<file path="src/rtl/bus_arbiter4_decoded.sv">
// Purpose : four-source round-robin bus arbiter driving active-low one-hot selects
//           for a 4x32 decoded buffer mux, with a per-owner hold limit.
// Latency : 1 cycle from a sampled request edge (IDLE) to the winner's select going low.
// Backpressure: none; an owner keeps the bus while requesting, and loses it
//           after MAX_HOLD cycles. Requests not yet granted are not remembered.
//
// Ports:
//   CLK                 rising-edge clock
//   N_RST               asynchronous active-low reset
//   N_REQ_A..N_REQ_D    active-low requests from sources A..D
//   N_SEL_A..N_SEL_D    registered active-low selects, at most one low
//   GRANT_ID[1:0]       registered owner index (0=A..3=D), valid while BUSY=1
//   BUSY                registered, high while any select is low
//   TIMEOUT             registered one-cycle pulse after a forced release
//
// Build option: define ARBITER_TURNAROUND_EN to insert a one-cycle all-deselected
// GAP state after every release (break-before-make). Default build hands over
// directly at the release edge.
module bus_arbiter4_decoded #(
  parameter int unsigned MAX_HOLD = 16  // legal range 2..255
) (
  input  logic       CLK,
  input  logic       N_RST,
  input  logic       N_REQ_A,
  input  logic       N_REQ_B,
  input  logic       N_REQ_C,
  input  logic       N_REQ_D,
  output logic       N_SEL_A,
  output logic       N_SEL_B,
  output logic       N_SEL_C,
  output logic       N_SEL_D,
  output logic [1:0] GRANT_ID,
  output logic       BUSY,
  output logic       TIMEOUT
);

`ifdef ARBITER_TURNAROUND_EN
  localparam bit TURNAROUND = 1'b1;
`else
  localparam bit TURNAROUND = 1'b0;
`endif

  typedef enum logic [1:0] {
    ST_IDLE  = 2'd0,
    ST_GRANT = 2'd1,
    ST_GAP   = 2'd2
  } state_t;

  state_t      state_q, state_d;
  logic [1:0]  last_q, last_d;
  logic [7:0]  hold_q, hold_d;
  logic [1:0]  gid_q, gid_d;
  logic [3:0]  sel_n_q, sel_n_d;
  logic        busy_q, busy_d;
  logic        tmo_q, tmo_d;

  // Active-high request vector, bit index = source index.
  logic [3:0]  req;
  assign req = ~{N_REQ_D, N_REQ_C, N_REQ_B, N_REQ_A};

  // Release detection. A dropped request wins over the hold limit, so a
  // simultaneous drop at HOLD==MAX_HOLD counts as voluntary (no TIMEOUT).
  logic own_req, rel_vol, rel_frc, rel_any;
  assign own_req = req[gid_q];
  assign rel_vol = (state_q == ST_GRANT) && !own_req;
  assign rel_frc = (state_q == ST_GRANT) && own_req && (hold_q == 8'(MAX_HOLD));
  assign rel_any = rel_vol || rel_frc;

  // On a release edge the owner becomes the new LAST, so the scan starts
  // after it; otherwise scan after the stored LAST.
  logic [1:0] scan_base;
  assign scan_base = (state_q == ST_GRANT) ? gid_q : last_q;

  // Cyclic scan from scan_base+1. Walking offsets downwards lets the
  // nearest requester overwrite farther ones; offset 4 (== base itself)
  // has lowest priority, so a lone requester equal to LAST still wins.
  logic       win_vld;
  logic [1:0] win_id;
  logic [1:0] idx;
  always_comb begin
    win_vld = 1'b0;
    win_id  = 2'd0;
    idx     = 2'd0;
    for (int k = 4; k >= 1; k--) begin
      idx = scan_base + 2'(k);
      if (req[idx]) begin
        win_vld = 1'b1;
        win_id  = idx;
      end
    end
  end

  // Arbitration happens from IDLE/GAP, and also at the release edge itself
  // when there is no turnaround gap.
  logic grant_now;
  assign grant_now = win_vld &&
                     ((state_q != ST_GRANT) || (!TURNAROUND && rel_any));

  // State register.
  always_ff @(posedge CLK or negedge N_RST) begin
    if (!N_RST) begin
      state_q <= ST_IDLE;
    end else begin
      state_q <= state_d;
    end
  end

  // Next-state logic.
  always_comb begin
    state_d = state_q;
    case (state_q)
      ST_IDLE, ST_GAP: begin
        state_d = win_vld ? ST_GRANT : ST_IDLE;
      end
      ST_GRANT: begin
        if (rel_any) begin
          if (TURNAROUND) begin
            state_d = ST_GAP;
          end else begin
            state_d = win_vld ? ST_GRANT : ST_IDLE;
          end
        end
      end
      default: state_d = ST_IDLE;
    endcase
  end

  // Output / datapath next values; every visible output is registered.
  always_comb begin
    last_d  = last_q;
    hold_d  = hold_q;
    gid_d   = gid_q;
    sel_n_d = sel_n_q;
    busy_d  = busy_q;
    tmo_d   = 1'b0;

    if (rel_any) begin
      last_d  = gid_q;
      tmo_d   = rel_frc;
      sel_n_d = 4'hF;
      busy_d  = 1'b0;
      hold_d  = 8'd0;
    end else if (state_q == ST_GRANT) begin
      hold_d  = hold_q + 8'd1;
    end

    if (grant_now) begin
      gid_d   = win_id;
      sel_n_d = ~(4'b0001 << win_id);
      busy_d  = 1'b1;
      hold_d  = 8'd1;
    end
  end

  always_ff @(posedge CLK or negedge N_RST) begin
    if (!N_RST) begin
      last_q  <= 2'd3;
      hold_q  <= 8'd0;
      gid_q   <= 2'd0;
      sel_n_q <= 4'hF;
      busy_q  <= 1'b0;
      tmo_q   <= 1'b0;
    end else begin
      last_q  <= last_d;
      hold_q  <= hold_d;
      gid_q   <= gid_d;
      sel_n_q <= sel_n_d;
      busy_q  <= busy_d;
      tmo_q   <= tmo_d;
    end
  end

  assign N_SEL_A  = sel_n_q[0];
  assign N_SEL_B  = sel_n_q[1];
  assign N_SEL_C  = sel_n_q[2];
  assign N_SEL_D  = sel_n_q[3];
  assign GRANT_ID = gid_q;
  assign BUSY     = busy_q;
  assign TIMEOUT  = tmo_q;

endmodule

</file>
<file path="config.mk">
export PLATFORM = sky130hd
export DESIGN_NAME = bus_arbiter4_decoded
export DESIGN_NICKNAME = d
export VERILOG_FILES = /design/src/rtl/bus_arbiter4_decoded.sv
export SDC_FILE = /design/constraint.sdc
export NUM_CORES = 1
export LEC_CHECK = 0
export CAP_MARGIN = 20
export CORE_UTILIZATION = 50
export CTS_BUF_LIST = sky130_fd_sc_hd__clkbuf_4 sky130_fd_sc_hd__clkbuf_8
export DETAILED_ROUTE_END_ITERATION = 10
export PLACE_DENSITY_LB_ADDON = 0.3
export RECOVER_POWER = 50
export SYNTH_ARGS = -nofsm -noshare
export SYNTH_HDL_FRONTEND = slang
export SYNTH_SLANG_ARGS = --single-unit
</file>
<file path="constraint.sdc">
create_clock -name CLK -period 4.9 [get_ports CLK]
set_input_delay 1.47 -clock CLK [delete_from_list [all_inputs] [get_ports CLK]]
set_output_delay 1.47 -clock CLK [all_outputs]
set_load 0.005 [all_outputs]
</file>
-- Word-level counts from Yosys, hierarchy flattened
Cells that the tools add are included.
- register bits after elaboration: 20
- latch bits: 0
- RAM bits: 0
- bits in read-only memories: 0
- input bits: 6
- output and inout port bits: 8
- word-level logic and storage cells: 65
- memories kept: 0
- add/subtract/negate cells: 4
- $mul: 0
- div/mod/pow operators: 0
- magnitude comparators: 5
- eq/ne operators: 5
- shifts and indexed selects: 1
- muxes and demuxes: 30
- bitwise operators: 2
- reduce and logical (&&, ||, !) cells: 11
- operators with widths (operator ; number):
    $mux 8 ; 3
    $lt 2x3->1 const B ; 5
    $mux 1 ; 13
    $mux 2 ; 6
    $bmux 1 s2 ; 5
    $add 8x1->8 const B ; 1
    $eq 8x5->1 const B ; 1
    $mux 4 ; 2
    $not 4->4 ; 2
    $add 2x2->2 const B ; 2
    $logic_and 1x1->1 ; 4
    $pmux 2 s2 ; 1
    $shl 1x2->4 const A ; 1
    $reduce_bool 3->1 ; 1
    $add 2x1->2 const B ; 1
    $eq 2x1->1 const B ; 1
    $eq 2x2->1 const B ; 1
    $logic_not 2->1 ; 1
    $logic_or 1x1->1 ; 2
    $ne 2x1->1 const B ; 1
    $ne 2x2->1 const B ; 1
    $reduce_bool 2->1 ; 1
    $reduce_or 2->1 ; 1
    $logic_not 1->1 ; 1

-- Longest topological paths before layout
Gate-level depths: netlist (run 1).
- word-level depth: 11
- gate-level depth with buffers: 7
- gate-level depth less buffers: 6

-- Least setup slack after synthesis (run 1)
OpenSTA, ideal clock, no wires.
- kind: input -> register
- start point: in N_REQ_D
- end point: reg hold_q[7]
- library setup time: 0.083 ns
- data arrival time: 2.549 ns
- data required time: 4.817 ns
- slack: 2.268 ns
- cell stages on the path: 6
- path buffers: 1
- cells stage by stage: mux2i_1 > a22oi_2 > or2_1 > buf_2 > or3_1 > o21ai_0
- longest elaborated chain between the ends: 9
- elaborated cells on any way between the ends: 25
- those cells by class: mux (16); bitwise (1); reduce/logical (8)
- ends and longest elaborated chain (item ; RTL line ; text):
    from (decl) ; 27 ; input logic N_REQ_D,
    $not 4->4 (*) ; 59 ; assign req = ~{N_REQ_D, N_REQ_C, N_REQ_B, N_REQ_A};
    $bmux 1 s2 (on tied branches) ; 86, 64 ;
    $mux 1 (on tied branches) ; 86, 64 ;
    $mux 1 (tied with other cells) (2 in series) ; 86 ; if (req[idx]) begin
    $mux 1 / $logic_or 1x1->1 (equally long branches) ; 86, 67 ;
    $mux 1 / $logic_or 1x1->1 (equally long branches) ; 86, 97 ;
    $logic_and 1x1->1 ; 96 ; assign grant_now = win_vld &&
    $reduce_bool 3->1 (no source line) / $mux 8 (equally long branches) ; -- ;
    to (signal assigned) ; 165 ; hold_q <= hold_d;
    to (decl) ; 51 ; logic [7:0] hold_q, hold_d;
Mark *: on every way between the ends. The rest lies on a longest branch, timed or not. The select of a mux whose other input is x is not followed.
A chain may end at the register's enable or synchronous reset.

-- Worst setup path in the final report (run 1)
- start point: in N_REQ_D
- end point: reg hold_q[5]
Same word-level chain as after synthesis.

==> impl_summary.md, run 1 <==
Status
The run finished with clean final reports.

Critical path
The kind of cell adding the most delay to the critical path is compound AO/OA/AOI/OAI gates. The worst path required time is between 5 and 6 ns. The reg-to-reg startpoint is GRANT_ID[0]$_DFFE_PN0N_.

The critical-path cell with the highest stage delay is sky130_fd_sc_hd__dlygate4sd3_1. The worst reg-to-reg setup slack is 3.02 ns. The startpoint type of the worst setup path is an input pin. The sort of element at the end of the critical path is a flop. The worst setup path is of the input pin to flop kind. Of all nets on the critical path, the largest fanout is 9. Counting both buffers and inverters, the worst setup path holds a total of 1. The first element of the critical path is N_REQ_D. On the worst path, the slowest cell contributes a delay of roughly 0.63 ns. The logic depth of the worst path, buffers included is 6.

The critical path data arrival time is between 3 and 4 ns. In this run the critical register-to-register path is captured at hold_q[3]$_DFFE_PN0P_. The signal on the critical path passes through dlygate4sd3_1, mux2i_1, a22oi_1, or2_1, o21ai_0, a22o_1. The depth of the worst register-to-register path is 5. Following the worst setup path forward leads to its endpoint at hold_q[5]$_DFFE_PN0P_.

Timing
The worst clock skew is between 0.006 and 0.007 ns. The shortest period the worst path allows is about 3.1 ns. Setup violations remaining at the end of the flow were counted as 0. The maximum frequency from static timing analysis is 318 MHz. Setup repair after global routing left no endpoint under its margin.

The max-slew violation count came to 0. The final critical path takes up 64.1% of the cycle. The normalized max-slew margin is about 44%. Adding up every negative setup slack in the final design gives 0 ns. For the pin with the worst max-slew slack, the measured transition is around 0.83 ns. The number of hold violations in the final report was 0.

Global route
The via count of the first global-routing pass is 720. The wire length of the first global-routing pass is about 3.2 mm. The initial antenna violation count is 0. The overall overflow remaining after global route is 0. The pin count of the biggest net entering global routing is 20. In the global route stage, overall resource usage came out at ~21%.

Floorplan
The die is between 40 and 50 µm wide. The placement row count is 15. The effective utilization at floorplan is a little under three fifths. The floorplan die area is 2220 µm². The die is 47.1 µm tall.

The floorplan step defined a core boundary enclosing around 1800 µm². The number of placed I/O pins is 14.

Clock tree
The total CTS buffers is 3. CTS saw 19 sinks. The total setup buffers inserted after CTS is 0. The maximum number of buffers from clock root to sink is 2. The clock insertion delay at the later pin of the skew report is approximately 0.30 ns. TritonCTS built the clock tree. The clock-pin slew on the worst setup and hold paths is approximately 0.10 ns.

The tree is rooted in a sky130_fd_sc_hd__clkbuf_4. The number of hold-repair buffers added at the cts stage is 0. In this run the number of H-tree levels came out at 1.

The number of gates resized after cts is 0.

Yosys
The flip-flop and latch count after synthesis is 19. Synthesis produced 101 cells. Each instance of the synthesized netlist takes up on average slightly above 10 µm². The number of warning messages in the yosys log is 0.

Counting every net in the synthesized netlist gives 109. The dominant combinational cell family by area after synthesis is simple AND/OR/NAND/NOR gates. The portion of netlist area occupied by mux cells is 8.86%.

The area share of xor/xnor cells in the synthesized design is 0%. Synthesis instantiated 33 different standard cells from the library. Of the total synthesized cell area, the portion taken by full adders, half adders and majority gates is 2.46%. The simple logic cell fraction of the synthesized area is between 20% and 30%. For this run, the register share of the synthesized area comes to ~47%. The post-synth design cell area is just over 1000 µm². The synthesized netlist devotes around 18% of its cell area to compound gates.

Power
The maximum vdd drop is ~0.38 mV. The leakage component of the power is 0.535 nW. The power per standard cell area is 520 nW/µm².

Placement
The number of placed cells counting well taps is approximately 140. The final estimated routing congestion in global placement is 0.854. The HPWL after detailed placement is 1.51 mm. The count of port buffers added during placement is 13.

Finish
The final cell utilization of the core is approximately two thirds. The count of placed standard cells in the final layout, fillers left out is between 100 and 150. The net count reported at finish is around 130. The layout overhead on the synthesized area is 17.6%. The final antenna diode count is 0. The share of post-route cells with drive strength above 1 is about 15%.

Drt
The violation count after the first detailed-routing iteration is 11. The routed wire length per instance is between 10 and 15 µm. In this run the remaining antenna-violating nets after routing total 0.

The detailed router placed ~800 vias in this run. The final routed DRC violation total is 0. Dividing the detail-routed via count by the number of cells gives around 5.7. After detailed routing, the total wire length is approximately 2 mm.

For this run, the detailed router's first-pass iteration total came to 4.

Min path
The class of the tightest hold or removal check is flop to flop.

Run
The number of maximum-capacitance constraint violations is 0.
## stage by stage
step	power (W)	instance area, µm²	hold WS (ns)	worst slack, ns
detailed placement	0.000552	1170	0.465	1.60
CTS	0.000631	1200	0.488	1.93
global route	0.000675	1200	0.515	1.59
global placement	0.000538	1170	0.467	1.72
floorplan	0.000452	1020	0.471	2.27
finish	0.000622	1200	0.476	1.76
## cell usage in the layout (no fill, tap or decap), drive strengths merged, types with 3 or more instances in the layout
cell type,Yosys,layout
dfrtp,13,13
o21ai,11,11
clkdlybuf4s50,0,9
nor2,8,8
nand2,7,7
dfstp,6,6
inv,5,5
mux2,5,5
and3,4,4
nand3,4,4
a21o,4,4
dlygate4sd3,0,4
mux2i,3,3
a21oi,3,3
or3,3,3
nor3b,3,3
clkbuf,0,3
## synth_stat cells
cell type / number / area (µm²)
sky130_fd_sc_hd__dfrtp_1: 13 / 325
sky130_fd_sc_hd__o21ai_0: 9 / 45.0
sky130_fd_sc_hd__nand2_1: 7 / 26.3
sky130_fd_sc_hd__nor2_1: 7 / 26.3
sky130_fd_sc_hd__dfstp_2: 6 / 158
sky130_fd_sc_hd__inv_1: 5 / 18.8
sky130_fd_sc_hd__a21o_1: 4 / 30.0
sky130_fd_sc_hd__and3_1: 4 / 25.0
sky130_fd_sc_hd__mux2_2: 4 / 45.0
sky130_fd_sc_hd__nand3_1: 4 / 20.0
sky130_fd_sc_hd__a21oi_1: 3 / 15.0
sky130_fd_sc_hd__mux2i_1: 3 / 30.0
sky130_fd_sc_hd__nor3b_1: 3 / 22.5
sky130_fd_sc_hd__or3_1: 3 / 18.8
sky130_fd_sc_hd__a2bb2oi_1: 2 / 17.5
sky130_fd_sc_hd__ha_1: 2 / 25.0
sky130_fd_sc_hd__nand2b_1: 2 / 12.5
sky130_fd_sc_hd__nor2b_1: 2 / 12.5
sky130_fd_sc_hd__nor3_1: 2 / 10.0
sky130_fd_sc_hd__o211ai_1: 2 / 15.0
sky130_fd_sc_hd__o32a_1: 2 / 20.0
sky130_fd_sc_hd__a221o_1: 1 / 10.0
sky130_fd_sc_hd__a22o_1: 1 / 8.76
sky130_fd_sc_hd__a22oi_2: 1 / 12.5
sky130_fd_sc_hd__and2_1: 1 / 6.26
sky130_fd_sc_hd__buf_2: 1 / 5.00
sky130_fd_sc_hd__mux2_4: 1 / 15.0
sky130_fd_sc_hd__nand4_1: 1 / 6.26
sky130_fd_sc_hd__nor2_2: 1 / 6.26
sky130_fd_sc_hd__nor4b_1: 1 / 8.76
sky130_fd_sc_hd__o21ai_1: 1 / 5.00
sky130_fd_sc_hd__o21ai_2: 1 / 8.76
sky130_fd_sc_hd__or2_1: 1 / 6.26
## registers in the layout, indices dropped and copies added (netlist names)
register,cells
BUSY,1
sel_n_q,4
TIMEOUT,1
hold_q,8
last_q,2
state_q,1
GRANT_ID,2
## logic make-up after synthesis
logic type | Yosys count
simple gates | 39
compound gates | 27
flops | 19
mux | 8
buf+inv | 6
fa+ha+maj | 2
## final cells by class
class	instances	area (µm²)
clock inverter	1	5.00
fill	167	624
sequential	19	483
timing repair buffer	13	130
tap	25	31.3
inverter	5	18.8
multi-input combinational	76	505
clock buffer	3	22.5
## report_power, final
part / switching (W) / internal [W]
Combinational: 0.000136 / 0.000147
Sequential: 0.0000453 / 0.000216
Clock: 0.0000461 / 0.0000304
Total: 0.000228 / 0.000394
## metal layers
metal / track usage (%) / part of all wire (%)
met2: 33.1 / 47
met5: 0 / 0
met4: 5.14 / 0.61
met1: 29.5 / 48
met3: 6.92 / 4.3
## worst min path at each step
stage                                 from          endpoint  cells after the start
after CTS                 BUSY$_DFFE_PN0P_  BUSY$_DFFE_PN0P_                      2
after floorplan           BUSY$_DFFE_PN0P_  BUSY$_DFFE_PN0P_                      2
after global routing      BUSY$_DFFE_PN0P_  BUSY$_DFFE_PN0P_                      2
final                     BUSY$_DFFE_PN0P_  BUSY$_DFFE_PN0P_                      2
after global placement    BUSY$_DFFE_PN0P_  BUSY$_DFFE_PN0P_                      2
after detailed placement  BUSY$_DFFE_PN0P_  BUSY$_DFFE_PN0P_                      2
## worst min-delay path: cells and delay by family, from the launching register on
| family | cells | cell delay [ns] |
|---|---|---|
| and+or+nand+nor | 2 | 0.10 |
| DFF | 1 | 0.35 |
Power figures use the tool's default switching activity.
==> run 2: changes to the inputs <==
==> constraint.sdc (replaced) <==
create_clock -name CLK -period 3.06 [get_ports CLK]
set_input_delay 0.918 -clock CLK [delete_from_list [all_inputs] [get_ports CLK]]
set_output_delay 0.918 -clock CLK [all_outputs]
set_load 0.005 [all_outputs]
==> impl_summary.md, run 2 (synthesized netlist as in run 1, its figures left out) <==
Placement
The HPWL after detailed placement is 1.48 mm (was 1.51 mm). The final estimated routing congestion in global placement is 0.856 (was 0.854). The placed standard-cell area was 1180 µm² (was 1170 µm²). The count of port buffers added during placement is 13 (unchanged).

Timing
The worst clock skew is 0.0106 ns (was 0.00603 ns). The max-slew violation count is 0 (unchanged). The slew at the pin with the worst max-slew slack is 0.977 ns (was 0.830 ns). The fraction of the cycle the final worst path needs is 83.8%. The final number of setup-violating endpoints came to 0 (unchanged). Based on the critical path, the design can be clocked at up to a little under 400 MHz. RSZ-0062 raised after global routing: false (unchanged).

The sum of negative setup slack is 0 ns (unchanged). The normalized max-slew margin is 34.8% (was 44.5%). The number of hold violations in the final report is 0 (unchanged). For the finished layout, the period the worst path requires is about 2.6 ns.

Power
The switching portion of total power is 36.8% (was 36.6%). The share of power burned in the clock network is 12.6% (was 12.3%). The internal cell power is 0.000631 W (was 0.000394 W). The leakage component of the power is 0.536 nW (was 0.535 nW).

The maximum vdd drop is 0.588 mV (was 0.378 mV). The sequential group share of total power is 41.5% (was 42.1%). The power per standard cell area is 833 nW/µm² (was 520 nW/µm²). The combinational group share of total power was 45.9% (was 45.6%). The net switching power of the design was 0.000368 W (was 0.000228 W).

Finish
The layout overhead on the synthesized area is 18.0% (was 17.6%). The flip-flop count of the largest register after layout came to 8 (unchanged). The storage element area came to 483 µm² (unchanged). The final antenna diode count was 0 (unchanged). Registers with the most flip-flops: hold_q (8), sel_n_q (4) (unchanged). The register containing the most flip-flops in the final layout is hold_q (unchanged). The net count reported at finish is 127 (was 126).

The share of post-route cells with drive strength above 1 is 14.4% (was 14.5%). The area of combinational cells with multiple inputs is 505 µm² (unchanged). Highest-count cells in the layout ignoring fill and taps: 13 x sky130_fd_sc_hd__dfrtp_1, 9 x sky130_fd_sc_hd__o21ai_0, 9 x sky130_fd_sc_hd__clkdlybuf4s50_1 (unchanged).

The number of fill cells is 147 (was 167). The final instance area is 1200 µm² (about the same). The most frequent standard cell in the layout excluding fill and tap cells is sky130_fd_sc_hd__dfrtp_1 (unchanged).

Clock tree
The number of sinks driven by the clock tree was 19 (unchanged). The maximum number of buffers from clock root to sink came to 2 (unchanged). The clock insertion delay at the later pin of the skew report is 0.31 ns (was 0.30 ns). The CTS tree is built (unchanged). The total setup buffers inserted after CTS is 0 (unchanged). The maximum level of the CTS H-tree is 1 (unchanged).

The total CTS buffers is 3 (unchanged). The number of hold-repair buffers added at the cts stage is 0 (unchanged). The library cell used as clock root buffer is sky130_fd_sc_hd__clkbuf_4 (unchanged). The number of gates resized after cts was 0 (unchanged). The clock-pin slew on the worst setup and hold paths is 0.10 ns (about the same).

Floorplan
The floorplan die area was 2220 µm² (unchanged). The effective utilization at floorplan is 55.9% (unchanged). The placeable core area is 1820 µm² (unchanged). The chip width was 47.1 µm (unchanged).

The die boundary height is 47.1 µm (unchanged). The number of placed I/O pins came to 14 (unchanged). The placement row count is 15 (unchanged).

Critical path
The worst path required time is 3.26 ns (was 5.09 ns). The category of the critical setup timing path is input pin to flop (unchanged). The sort of element at the end of the critical path is a flop (unchanged). The startpoint type of the worst setup path is an input pin (unchanged).

The critical path data arrival time came to 2.76 ns (was 3.33 ns). The critical-path maximum fanout came to 9 (unchanged).

Global route
The pin count of the biggest net entering global routing is 20 (unchanged). The via count of the first global-routing pass came to 761 (was 720). The overall overflow remaining after global route is 0 (unchanged). The wire length of the first global-routing pass is 3.33 mm (was 3.24 mm). The initial antenna violation count came to 0 (unchanged). The all-layer global routing usage is 21.9% (was 21.4%).

Drt
The wire length reported by the detailed router was 1.98 mm (about the same). The violation count after the first detailed-routing iteration was 28 (was 11). The via total after detailed routing is 827 (was 807).

The routed wire length per instance is 13.9 µm (about the same). The final routed DRC violation total is 0 (unchanged). The routed via count divided by cell count is 5.78 (was 5.68).

The count of TritonRoute iterations in the first routing pass is 4 (unchanged). The final antenna-violating net count was 0 (unchanged).

Run
The number of maximum-capacitance constraint violations is 0 (unchanged).

Status
Status: finished clean (unchanged).

Min path
The class of the tightest hold or removal check was flop to flop (unchanged).
==> run 2: layout make-up <==
type                       instances  share of cell area, %
clock buffer                       3                   1.88
inverter                           5                   1.56
clock inverter                     1                  0.417
multi-input combinational         76                   42.1
sequential                        19                   40.3
timing repair buffer              14                   11.2
tap                               25                   2.61
==> run 2: metrics by stage <==
stage                     std cells  util, %  setup WS [ns]  hold WS, ns  total power [W]
after floorplan                 101        -          0.980        0.471         0.000724
after CTS                       143     66.4          0.662        0.494          0.00101
after detailed placement        139     64.9          0.334        0.470         0.000884
final                           143     65.9          0.495        0.480         0.000999
after global routing            143     65.9          0.362        0.520          0.00108
after global placement          139     64.9          0.438        0.467         0.000861
==> run 2: routing by layer <==
layer  global-route usage (%)  part of all wire, %  wire length (µm)  vias up
met5                        0                    0                 0        -
met4                     9.71                  1.9                38        0
met3                     5.00                  3.2                63        6
met2                     32.2                   45               890       17
met1                     30.9                   50               992      397
li1                         -                    -                 -      407
==> run 2: worst paths after layout <==
kind                                           endpoint  slack, ns  cells past startpoint                    from
worst max register to register    hold_q[5]$_DFFE_PN0P_       1.19                      5  state_q[0]$_DFFE_PN0N_
max in group asynchronous         hold_q[6]$_DFFE_PN0P_       1.19                      2                   N_RST
worst min register to register         BUSY$_DFFE_PN0P_       0.48                      2        BUSY$_DFFE_PN0P_
worst max-delay path              hold_q[5]$_DFFE_PN0P_       0.49                      6                 N_REQ_B
min in group asynchronous       GRANT_ID[0]$_DFFE_PN0N_       1.27                      2                   N_RST
worst min-delay path                   BUSY$_DFFE_PN0P_       0.48                      2        BUSY$_DFFE_PN0P_
==> run 2: power by group through the flow <==
stage / clock network, W / registers, W / logic, W
floorplan: 0 / 0.000411 / 0.000313
global placement: 0 / 0.000416 / 0.000445
detailed placement: 0 / 0.000421 / 0.000463
CTS: 0.000132 / 0.000415 / 0.000467
global route: 0.000141 / 0.000427 / 0.000514
finish: 0.000126 / 0.000414 / 0.000459
==> run 2: worst max-delay path, cell delays in order <==
cell	delay [ns]
sky130_fd_sc_hd__dlygate4sd3_1	0.64
sky130_fd_sc_hd__mux2i_1	0.14
sky130_fd_sc_hd__a22oi_1	0.37
sky130_fd_sc_hd__or2_1	0.32
sky130_fd_sc_hd__o21ai_0	0.14
sky130_fd_sc_hd__a22o_1	0.23
